--- config.mk ---
export PLATFORM = sky130hd
export DESIGN_NAME = io_arbiter
export DESIGN_NICKNAME = d
export VERILOG_FILES = /design/src/rtl/io_arb_pkg.sv /design/src/rtl/io_arb_rr.sv /design/src/rtl/io_arbiter.sv
export SDC_FILE = /design/constraint.sdc
export NUM_CORES = 1
export LEC_CHECK = 0
export CORE_ASPECT_RATIO = 0.7
export CORE_MARGIN = 3
export CORE_UTILIZATION = 41
export DETAILED_ROUTE_END_ITERATION = 8
export HOLD_SLACK_MARGIN = 0.05
export PLACE_DENSITY = 0.8
export SYNTH_ARGS = -nofsm -noshare
export SYNTH_HDL_FRONTEND = slang
export SYNTH_SLANG_ARGS = --single-unit
--- constraint.sdc ---
create_clock -name clk -period 2.63 [get_ports clk]
set_input_delay 0.526 -clock clk [delete_from_list [all_inputs] [get_ports clk]]
set_output_delay 0.526 -clock clk [all_outputs]
set_load 0.01 [all_outputs]
--- src/rtl/io_arb_pkg.sv ---
// Shared types and constants for the two-requester IO arbiter.
package io_arb_pkg;

    typedef enum logic [1:0] {
        ST_IDLE = 2'd0,
        ST_XFER = 2'd1,
        ST_RESP = 2'd2
    } state_t;

    localparam logic [7:0] CONSDEV_ID = 8'd1;
    localparam logic [7:0] PROM_ID    = 8'd2;

    // Wide enough for READ_WAIT-1 with READ_WAIT up to 15.
    localparam int CNT_W = 4;

endpackage

--- src/rtl/io_arb_rr.sv ---
// Two-way round-robin picker: the requester that did not win last time wins a tie.
module io_arb_rr (
    input  logic [1:0] valid,
    input  logic       last_grant,
    output logic       grant_valid,
    output logic       grant_idx
);

    always_comb begin
        grant_valid = |valid;
        grant_idx   = 1'b0;
        if (valid == 2'b11) begin
            grant_idx = ~last_grant;
        end else begin
            grant_idx = valid[1];
        end
    end

endmodule

--- src/rtl/io_arbiter.sv ---
// Arbitrates two command requesters onto a single IO device bank port.
// Handshake: a command is taken on a posedge where reqN_valid and reqN_ready are both high.
module io_arbiter
    import io_arb_pkg::*;
#(
    parameter int READ_WAIT = 1
) (
    input  logic        clk,
    input  logic        reset,
    input  logic        req0_valid,
    input  logic        req0_write,
    input  logic [7:0]  req0_dev,
    input  logic [31:0] req0_wdata,
    output logic        req0_ready,
    output logic        req0_done,
    output logic [31:0] req0_rdata,
    input  logic        req1_valid,
    input  logic        req1_write,
    input  logic [7:0]  req1_dev,
    input  logic [31:0] req1_wdata,
    output logic        req1_ready,
    output logic        req1_done,
    output logic [31:0] req1_rdata,
    output logic [7:0]  io_device_id,
    output logic [31:0] io_value_in,
    output logic        io_is_write,
    input  logic [31:0] io_value_out,
    output logic        busy,
    output logic        owner
);

    localparam logic [CNT_W-1:0] CNT_LOAD = CNT_W'(READ_WAIT - 1);

    state_t           state, next_state;
    logic [CNT_W-1:0] cnt;
    logic             last_grant;
    logic             write_q;
    logic [7:0]       dev_q;
    logic [31:0]      wdata_q;
    logic             grant_valid;
    logic             grant_idx;
    logic             accept;
    logic             read_last;

    io_arb_rr u_rr (
        .valid       ({req1_valid, req0_valid}),
        .last_grant  (last_grant),
        .grant_valid (grant_valid),
        .grant_idx   (grant_idx)
    );

    assign accept    = (state == ST_IDLE) && grant_valid;
    assign read_last = (state == ST_XFER) && !write_q && (cnt == '0);

    always_comb begin
        next_state = state;
        case (state)
            ST_IDLE: if (accept) next_state = ST_XFER;
            ST_XFER: if (write_q || cnt == '0) next_state = ST_RESP;
            ST_RESP: next_state = ST_IDLE;
            default: next_state = ST_IDLE;
        endcase
    end

    always_ff @(posedge clk) begin
        if (reset) begin
            state <= ST_IDLE;
        end else begin
            state <= next_state;
        end
    end

    always_ff @(posedge clk) begin
        if (reset) begin
            cnt        <= '0;
            last_grant <= 1'b1;
            owner      <= 1'b0;
            write_q    <= 1'b0;
            dev_q      <= '0;
            wdata_q    <= '0;
            req0_rdata <= '0;
            req1_rdata <= '0;
        end else begin
            if (accept) begin
                last_grant <= grant_idx;
                owner      <= grant_idx;
                write_q    <= grant_idx ? req1_write : req0_write;
                dev_q      <= grant_idx ? req1_dev : req0_dev;
                wdata_q    <= grant_idx ? req1_wdata : req0_wdata;
                cnt        <= CNT_LOAD;
            end else if (state == ST_XFER && !write_q && cnt != '0) begin
                cnt <= cnt - 1'b1;
            end
            if (read_last) begin
                if (owner) req1_rdata <= io_value_out;
                else       req0_rdata <= io_value_out;
            end
        end
    end

    // Ready goes only to the round-robin winner, and only while idle.
    assign req0_ready   = accept && !grant_idx;
    assign req1_ready   = accept && grant_idx;
    assign req0_done    = (state == ST_RESP) && !owner;
    assign req1_done    = (state == ST_RESP) && owner;
    assign io_device_id = dev_q;
    assign io_value_in  = wdata_q;
    assign io_is_write  = (state == ST_XFER) && write_q;
    assign busy         = (state != ST_IDLE);

endmodule

Yosys cells after proc, flatten, opt, wreduce, memory -nomap -nowiden

Cells that the tools add are included.

Flip-flop bits (word level): 113
Bits of input ports: 118
Output and inout bits: 111
Word-level logic and storage cells: 46

$add $sub $neg: 1
Equality and inequality tests: 5
Multiplexer cells: 7
Bitwise operators: 2
Reductions and logical operators: 22

Operators with widths:

| operator                                                           | count |
|---|---|
| 32-bit 2-to-1 mux                                                  | 1 |
| 1-bit logical AND                                                  | 9 |
| 8-bit 2-to-1 mux                                                   | 1 |
| 2-bit AND reduction                                                | 3 |
| 2-bit == test, second input constant                               | 2 |
| 4-bit zero test                                                    | 1 |
| 2-bit 2-to-1 mux                                                   | 2 |
| 2-bit inequality test, second input constant                       | 2 |
| 2-bit case mux with 2 select lines                                 | 1 |
| 4-bit nonzero test                                                 | 1 |
| 2-bit OR reduction                                                 | 2 |
| 4-bit by 1-bit subtractor with 4-bit output, second input constant | 1 |
| 1-bit zero test                                                    | 3 |
| 2-bit by 1-bit == test with 1-bit output, second input constant    | 1 |
| 2-bit zero test                                                    | 1 |
| 1-bit 2-to-1 mux                                                   | 2 |
| 1-bit NOT                                                          | 2 |
| 2-bit nonzero test                                                 | 1 |
| 1-bit logical OR                                                   | 1 |

Logic depth before layout (Yosys ltp)

Gate-level depths: netlist (run 1).

Word-level depth: 4
Depth in mapped cells: 8
Depth with buffers taken out: 5

Modules after synthesis

Synthesis (run 1) repeated with hierarchy kept, for this count alone.

Cells, all modules: 518
Area, all modules: 4,828.4 um2

By module, submodules not included:

| module     | instances | cells an instance | area an instance (um2) | seq. area each (um2) |
|---|---|---|---|---|
| io_arbiter | 1         | 516               | 4,814.6                | 2,262.2 |
| io_arb_rr  | 1         | 2                 | 13.8                   | 0.0 |

Least setup slack after synthesis (run 1)

Ideal clock, no wire load.

Path type: input port to output port
Start point: in req1_valid
End point: out req1_ready
Data arrival time: 1.492 ns
Required time: 2.104 ns
Slack: 0.612 ns
Stages: 4
Buffers on the path: 2
Path through: or3b_2 -> buf_2 -> buf_2 -> nor2_1

Cells in the longest elaborated chain, start to end: 3
Elaborated cells between the ends (all ways): 5
Classes of those cells: 1 x eq/ne; 1 x mux; 3 x reduce/logical

Ends and longest elaborated chain:

| element                                                      | RTL line                          | source |
|---|---|---|
| from (decl)                                                  | io_arbiter.sv:17                  | `input logic req1_valid,` |
| 2-bit == test / 2-bit OR reduction (equally long branches)   | io_arb_rr.sv:12, io_arb_rr.sv:10  |  |
| 1-bit 2-to-1 mux / 1-bit logical AND (equally long branches) | io_arb_rr.sv:12, io_arbiter.sv:52 |  |
| 1-bit logical AND (*)                                        | io_arbiter.sv:103                 | `assign req1_ready = accept && grant_idx;` |
| to (decl)                                                    | io_arbiter.sv:21                  | `output logic req1_ready,` |

Mark *: on every way between the ends. The rest lies on a longest branch, timed or not.

Worst setup path in the final report (run 1)

Start point: in req0_valid
End point: out req0_ready

Cells in the longest elaborated chain, start to end: 4
Elaborated cells between the ends (all ways): 6
Classes of those cells: 1 x eq/ne; 1 x mux; 4 x reduce/logical

Ends and longest elaborated chain:

| element               | RTL line          | source |
|---|---|---|
| from (decl)           | io_arbiter.sv:10  | `input logic req0_valid,` |
| 2-bit == test         | io_arb_rr.sv:12   | `if (valid == 2'b11) begin` |
| 1-bit 2-to-1 mux      | io_arb_rr.sv:12   |  |
| 1-bit zero test       | io_arbiter.sv:102 | `assign req0_ready = accept && !grant_idx;` |
| 1-bit logical AND (*) | io_arbiter.sv:102 |  |
| to (decl)             | io_arbiter.sv:14  | `output logic req0_ready,` |

Marks and branches as above.

==> results of run 1 <==
==> worst min-delay path, cell delays in order, from the launching register on <==
cell	delay, ns
dfxtp_1	0.30
nand2_1	0.05
mux2i_1	0.05
==> worst min-delay path by stage <==
| stage | end | slack (ns) | cells after the start | start |
|---|---|---|---|---|
| after CTS | req1_rdata[14] | 0.46 | 2 | req1_rdata[14] |
| final | req1_rdata[14] | 0.46 | 2 | req1_rdata[14] |
| after global placement | req1_rdata[7] | 0.44 | 2 | req1_rdata[7] |
| after global routing | req1_rdata[11] | 0.48 | 2 | req1_rdata[11] |
| after detailed placement | req1_rdata[10] | 0.45 | 2 | req1_rdata[10] |
| after floorplan | cnt[0] | 0.46 | 2 | cnt[0] |
==> synth_stat cells, drive strengths merged, types with 17 or more instances <==
cell type and number:
nand2b 33, buf 18, mux2i 32, a31o 32, dfxtp 113, nand3 26
a31oi 24, nand3b 24, o21ai 28, nor4b 18, a221o 17, clkbuf 40
nand2 33, nor4 32
==> routing by layer <==
metal / GRT usage / up-vias
li1: - / 2327
met1: 0.319 / 2390
met2: 0.393 / 232
met3: 0.0670 / 28
met4: 0.0922 / 0
met5: 0 / -
==> power by group through the flow <==
stage	clock, W	sequential, W	combinational [W]
2_1_floorplan	0	0.00195	0.000336
3_3_place_gp	0	0.00192	0.000845
3_5_place_dp	0	0.00192	0.000861
4_1_cts	0.00216	0.00189	0.000865
5_1_grt	0.00226	0.00190	0.000926
6_report	0.00213	0.00189	0.000865
==> stage by stage <==
| step | TNS [ns] | cell area (um^2) | setup WS, ns |
|---|---|---|---|
| 6_report | 0 | 7780 | 0.192 |
| 5_1_grt | 0 | 7780 | 0.129 |
| 4_1_cts | 0 | 7780 | 0.182 |
| 3_5_place_dp | -0.0657 | 7220 | -0.0657 |
| 3_3_place_gp | -0.0728 | 7220 | -0.0728 |
| 2_1_floorplan | 0 | 4850 | 0.612 |
==> area by class of cell <==
class / instances / area share
clock inverters: 12 / 0.0145
well taps: 153 / 0.0246
repair buffers: 251 / 0.315
multi-input cells: 333 / 0.296
flip-flops and latches: 113 / 0.291
inverters: 5 / 0.00241
clock buffers: 20 / 0.0574
==> registers in the layout, summed over array words and instances, names as in the netlist <==
register	flops
io_value_in	32
state	2
req0_rdata	32
io_device_id	8
owner	1
req1_rdata	32
write_q	1
last_grant	1
cnt	4
==> kinds of logic (layout without fill, tap and decap cells) <==
kind of cell | after synthesis | count (layout) | share of synthesized area
simple gates | 190 | 190 | 0.240
flops | 113 | 113 | 0.467
compound gates | 109 | 109 | 0.163
buf+inv | 63 | 288 | 0.0594
mux | 33 | 33 | 0.0684
fa+ha+maj | 1 | 1 | 0.00258
==> out/qor.csv, run 1 <==
metric,value,unit
total_power,0.00488,W
gr-total-overflow,0,
nFillCells,870,
die_width,136,um
place_inst,855,
drt-met1-wl,7020,um
postLayoutCoreUtil,0.689,
seqCellArea,0.00226,mm^2
skew,0.00995,ns
synth_warnings,0,
cts_setup_buffers,0,
cts_resized,1,
r2r_end,cnt[3],
path_depth,4,
dieArea,0.0132,mm^2
power_leakage,2.80,nW
cts_max_path_buffers,2,
drt_iter0_drc,290,
vdd_drop_max,493,uV
ys_seq_area_frac,0.467,
p_sw_frac,0.258,
cp_slowest_cell,clkdlybuf4s50_1,
htree_levels,4,
nNetsFinal,840,
hp-class,reg2reg,
slowest_delay,0.54,ns
synth.avg_cell_area,9.52,um^2
synth.top_cells.by_area,"dfxtp_1 (47%), mux2i_1 (6.6%), a31o_1 (5.4%)",
p_int,0.00363,W
diodes,0,
max_freq,410,MHz
synth_top_cell_area_share,0.467,
dp_hpwl,11300,um
insertion_delay,0.40,ns
drive_above_1_share,0.0845,
power.density,628,mW/mm^2
rr_worst_depth,4,
drc,0,
area_delta_synth_final,60.6,%
cts_made_buffers,17,
crit_fanout,4,
row_count,32,
wl_per_cell,18.4,um
drt.antenna.violating_nets,0,
period_share,0.927,
top_layer,met4,
cp_common_cell,clkdlybuf4s50_1,
ys_types,36,
hold_viol_final,0,
grt_max_degree,42,
cp_top_family,buffers and inverters,
p_comb_frac,0.177,
rsz0062_at_grt,no,
cts.reportedPaths.clkPinSlew,0.05,ns
synth_edf_count,0,
finalSetupViolCount,0,
cp-start-kind,primary input,
syn_nets,628,
tritoncts,built,
cap_violations,0,
dieHeight,97.0,um
met2WireLength,7840,um
dr_wl_met3,1150,um
synth_flop_cell,dfxtp_1,
sequentialPowerShare,0.386,
clock_sinks,113,
gp_congestion,0.794,
slew_violations,0,
postSynthCellCount,509,
viasPerCell,5.61,
critical_path_class,in2out,
worstPathArrival,1.91,ns
r2r-start,state[0],
wl,16400,um
syn_area,0.00485,mm^2
status,completed,
synthArstFlopShare,0,
critPathRequiredTime,2.10,ns
cts_root_buffer,clkbuf_16,
io_pins,229,
grt_pass1_vias,5032,
worst_setup_path_end_kind,output pin,
grt_pass1_wl,26200,um
antenna_found_initial,0,
ctsHoldBuffers,0,
first_pass_iters,6,
yosys.area.top_type,dfxtp_1,
start_util,0.429,
multi_input_area,0.00230,mm^2
critical_path.endpoint,req0_ready,
cp.buffers_inverters,2,
vias,4977,
final_cell_mix,"clkdlybuf4s50_1 (226), dfxtp_1 (113), nand2b_1 (33), nand2_1 (33)",
worst_slew_pin_slew,0.682,ns
synth-seq-cells,113,
crit_chain,clkdlybuf4s50_1 -> nor3b_2 -> and2_1 -> clkdlybuf4s50_1,
gr-usage-all-layers,0.247,
p_sw,0.00126,W
io_buffers,228,
r2r_setup_slack,0.49,ns
whs,0.459,ns
final_cells,887,
setup.worst_path.start,req0_valid,
maxSlewHeadroom,0.546,
pwr-share-clk,0.436,
final_common_cell,clkdlybuf4s50_1,
period_needed,2.44,ns
core,0.0113,mm^2
(Power assumes the default switching activity.)
==> run 2, diff against run 1 <==
Settings changed: SKIP_CTS_REPAIR_TIMING set to 1.
==> out/qor.csv, run 2 (same netlist as run 1, synthesis figures left out) <==
metric,value,unit
period_needed,2.44,ns
cap_violations,0,
whs,0.458,ns
dp_hpwl,11300,um
diodes,0,
drive_above_1_share,0.0845,
drt_iter0_drc,259,
drc,0,
htree_levels,4,
power_leakage,2.81,nW
die_width,136,um
maxSlewHeadroom,0.526,
period_share,0.927,
antenna_found_initial,0,
cp-start-kind,primary input,
viasPerCell,5.56,
row_count,32,
critical_path_class,in2out,
rsz0062_at_grt,no,
drt.antenna.violating_nets,0,
first_pass_iters,5,
core,0.0113,mm^2
hp-class,reg2reg,
crit_fanout,4,
fin_area,0.00778,mm^2
start_util,0.429,
wl_per_cell,18.5,um
vdd_drop_max,492,uV
cts.reportedPaths.clkPinSlew,0.05,ns
io_pins,229,
finalSetupViolCount,0,
status,completed,
total_power,0.00489,W
power.density,628,mW/mm^2
worstPathArrival,1.91,ns
grt_pass1_wl,26200,um
area_delta_synth_final,60.7,%
grt_pass1_vias,5032,
tritoncts,built,
skew,0.00973,ns
wl,16400,um
insertion_delay,0.40,ns
cts_made_buffers,17,
final_cell_mix,"clkdlybuf4s50_1 (226), dfxtp_1 (113), nand2b_1 (33), nand2_1 (33)",
gr-usage-all-layers,0.247,
critPathRequiredTime,2.10,ns
vias,4933,
io_buffers,228,
dieHeight,97.0,um
clock_sinks,113,
gp_congestion,0.794,
worst_slew_pin_slew,0.711,ns
final_common_cell,clkdlybuf4s50_1,
nNetsFinal,840,
postLayoutCoreUtil,0.689,
grt_max_degree,42,
dpl_cell_area,0.00722,mm^2
slew_violations,0,
cts_root_buffer,clkbuf_16,
max_freq,410,MHz
worst_setup_path_end_kind,output pin,
cts_max_path_buffers,2,
hold_viol_final,0,
gr-total-overflow,0,
dieArea,0.0132,mm^2
## run 2: worst paths after layout
kind                  startpoint  depth (start not counted)             end  slack (ns)
hold reg to reg   req1_rdata[14]                          2  req1_rdata[14]        0.46
setup / recovery      req0_valid                          4      req0_ready        0.19
hold / removal    req1_rdata[14]                          2  req1_rdata[14]        0.46
setup reg to reg        state[0]                          4          cnt[3]        0.49
## run 2: metrics by stage
stage	TNS, ns	instances	setup slack, ns
finish	0	887	0.192
global route	0	887	0.129
CTS	-0.0782	887	-0.0782
detailed placement	-0.0657	855	-0.0657
global placement	-0.0728	855	-0.0728
floorplan	0	509	0.612
## run 2: cell type report
cell class | count | area [um^2]
Clock inverter | 12 | 113
Timing Repair Buffer | 251 | 2450
Fill cell | 870 | 3510
Inverter | 5 | 18.8
Clock buffer | 20 | 447
Sequential cell | 113 | 2260
Tap cell | 153 | 191
Multi-Input combinational cell | 333 | 2300
## run 2: layer usage
layer	GRT usage	routed length [um]
met1	0.319	7160
met2	0.393	7850
met3	0.0670	1080
met4	0.0922	317
met5	0	0
## run 2: worst max-delay path: stages
cell and delay (ns):
clkdlybuf4s50_1 0.51, nor3b_2 0.19, and2_1 0.16, clkdlybuf4s50_1 0.54
## run 2: where the power goes
part,total (W),internal [W],switching [W]
sequential,0.00189,0.00182,0.0000657
clock,0.00213,0.00132,0.000809
combinational,0.000866,0.000482,0.000384
total,0.00489,0.00363,0.00126
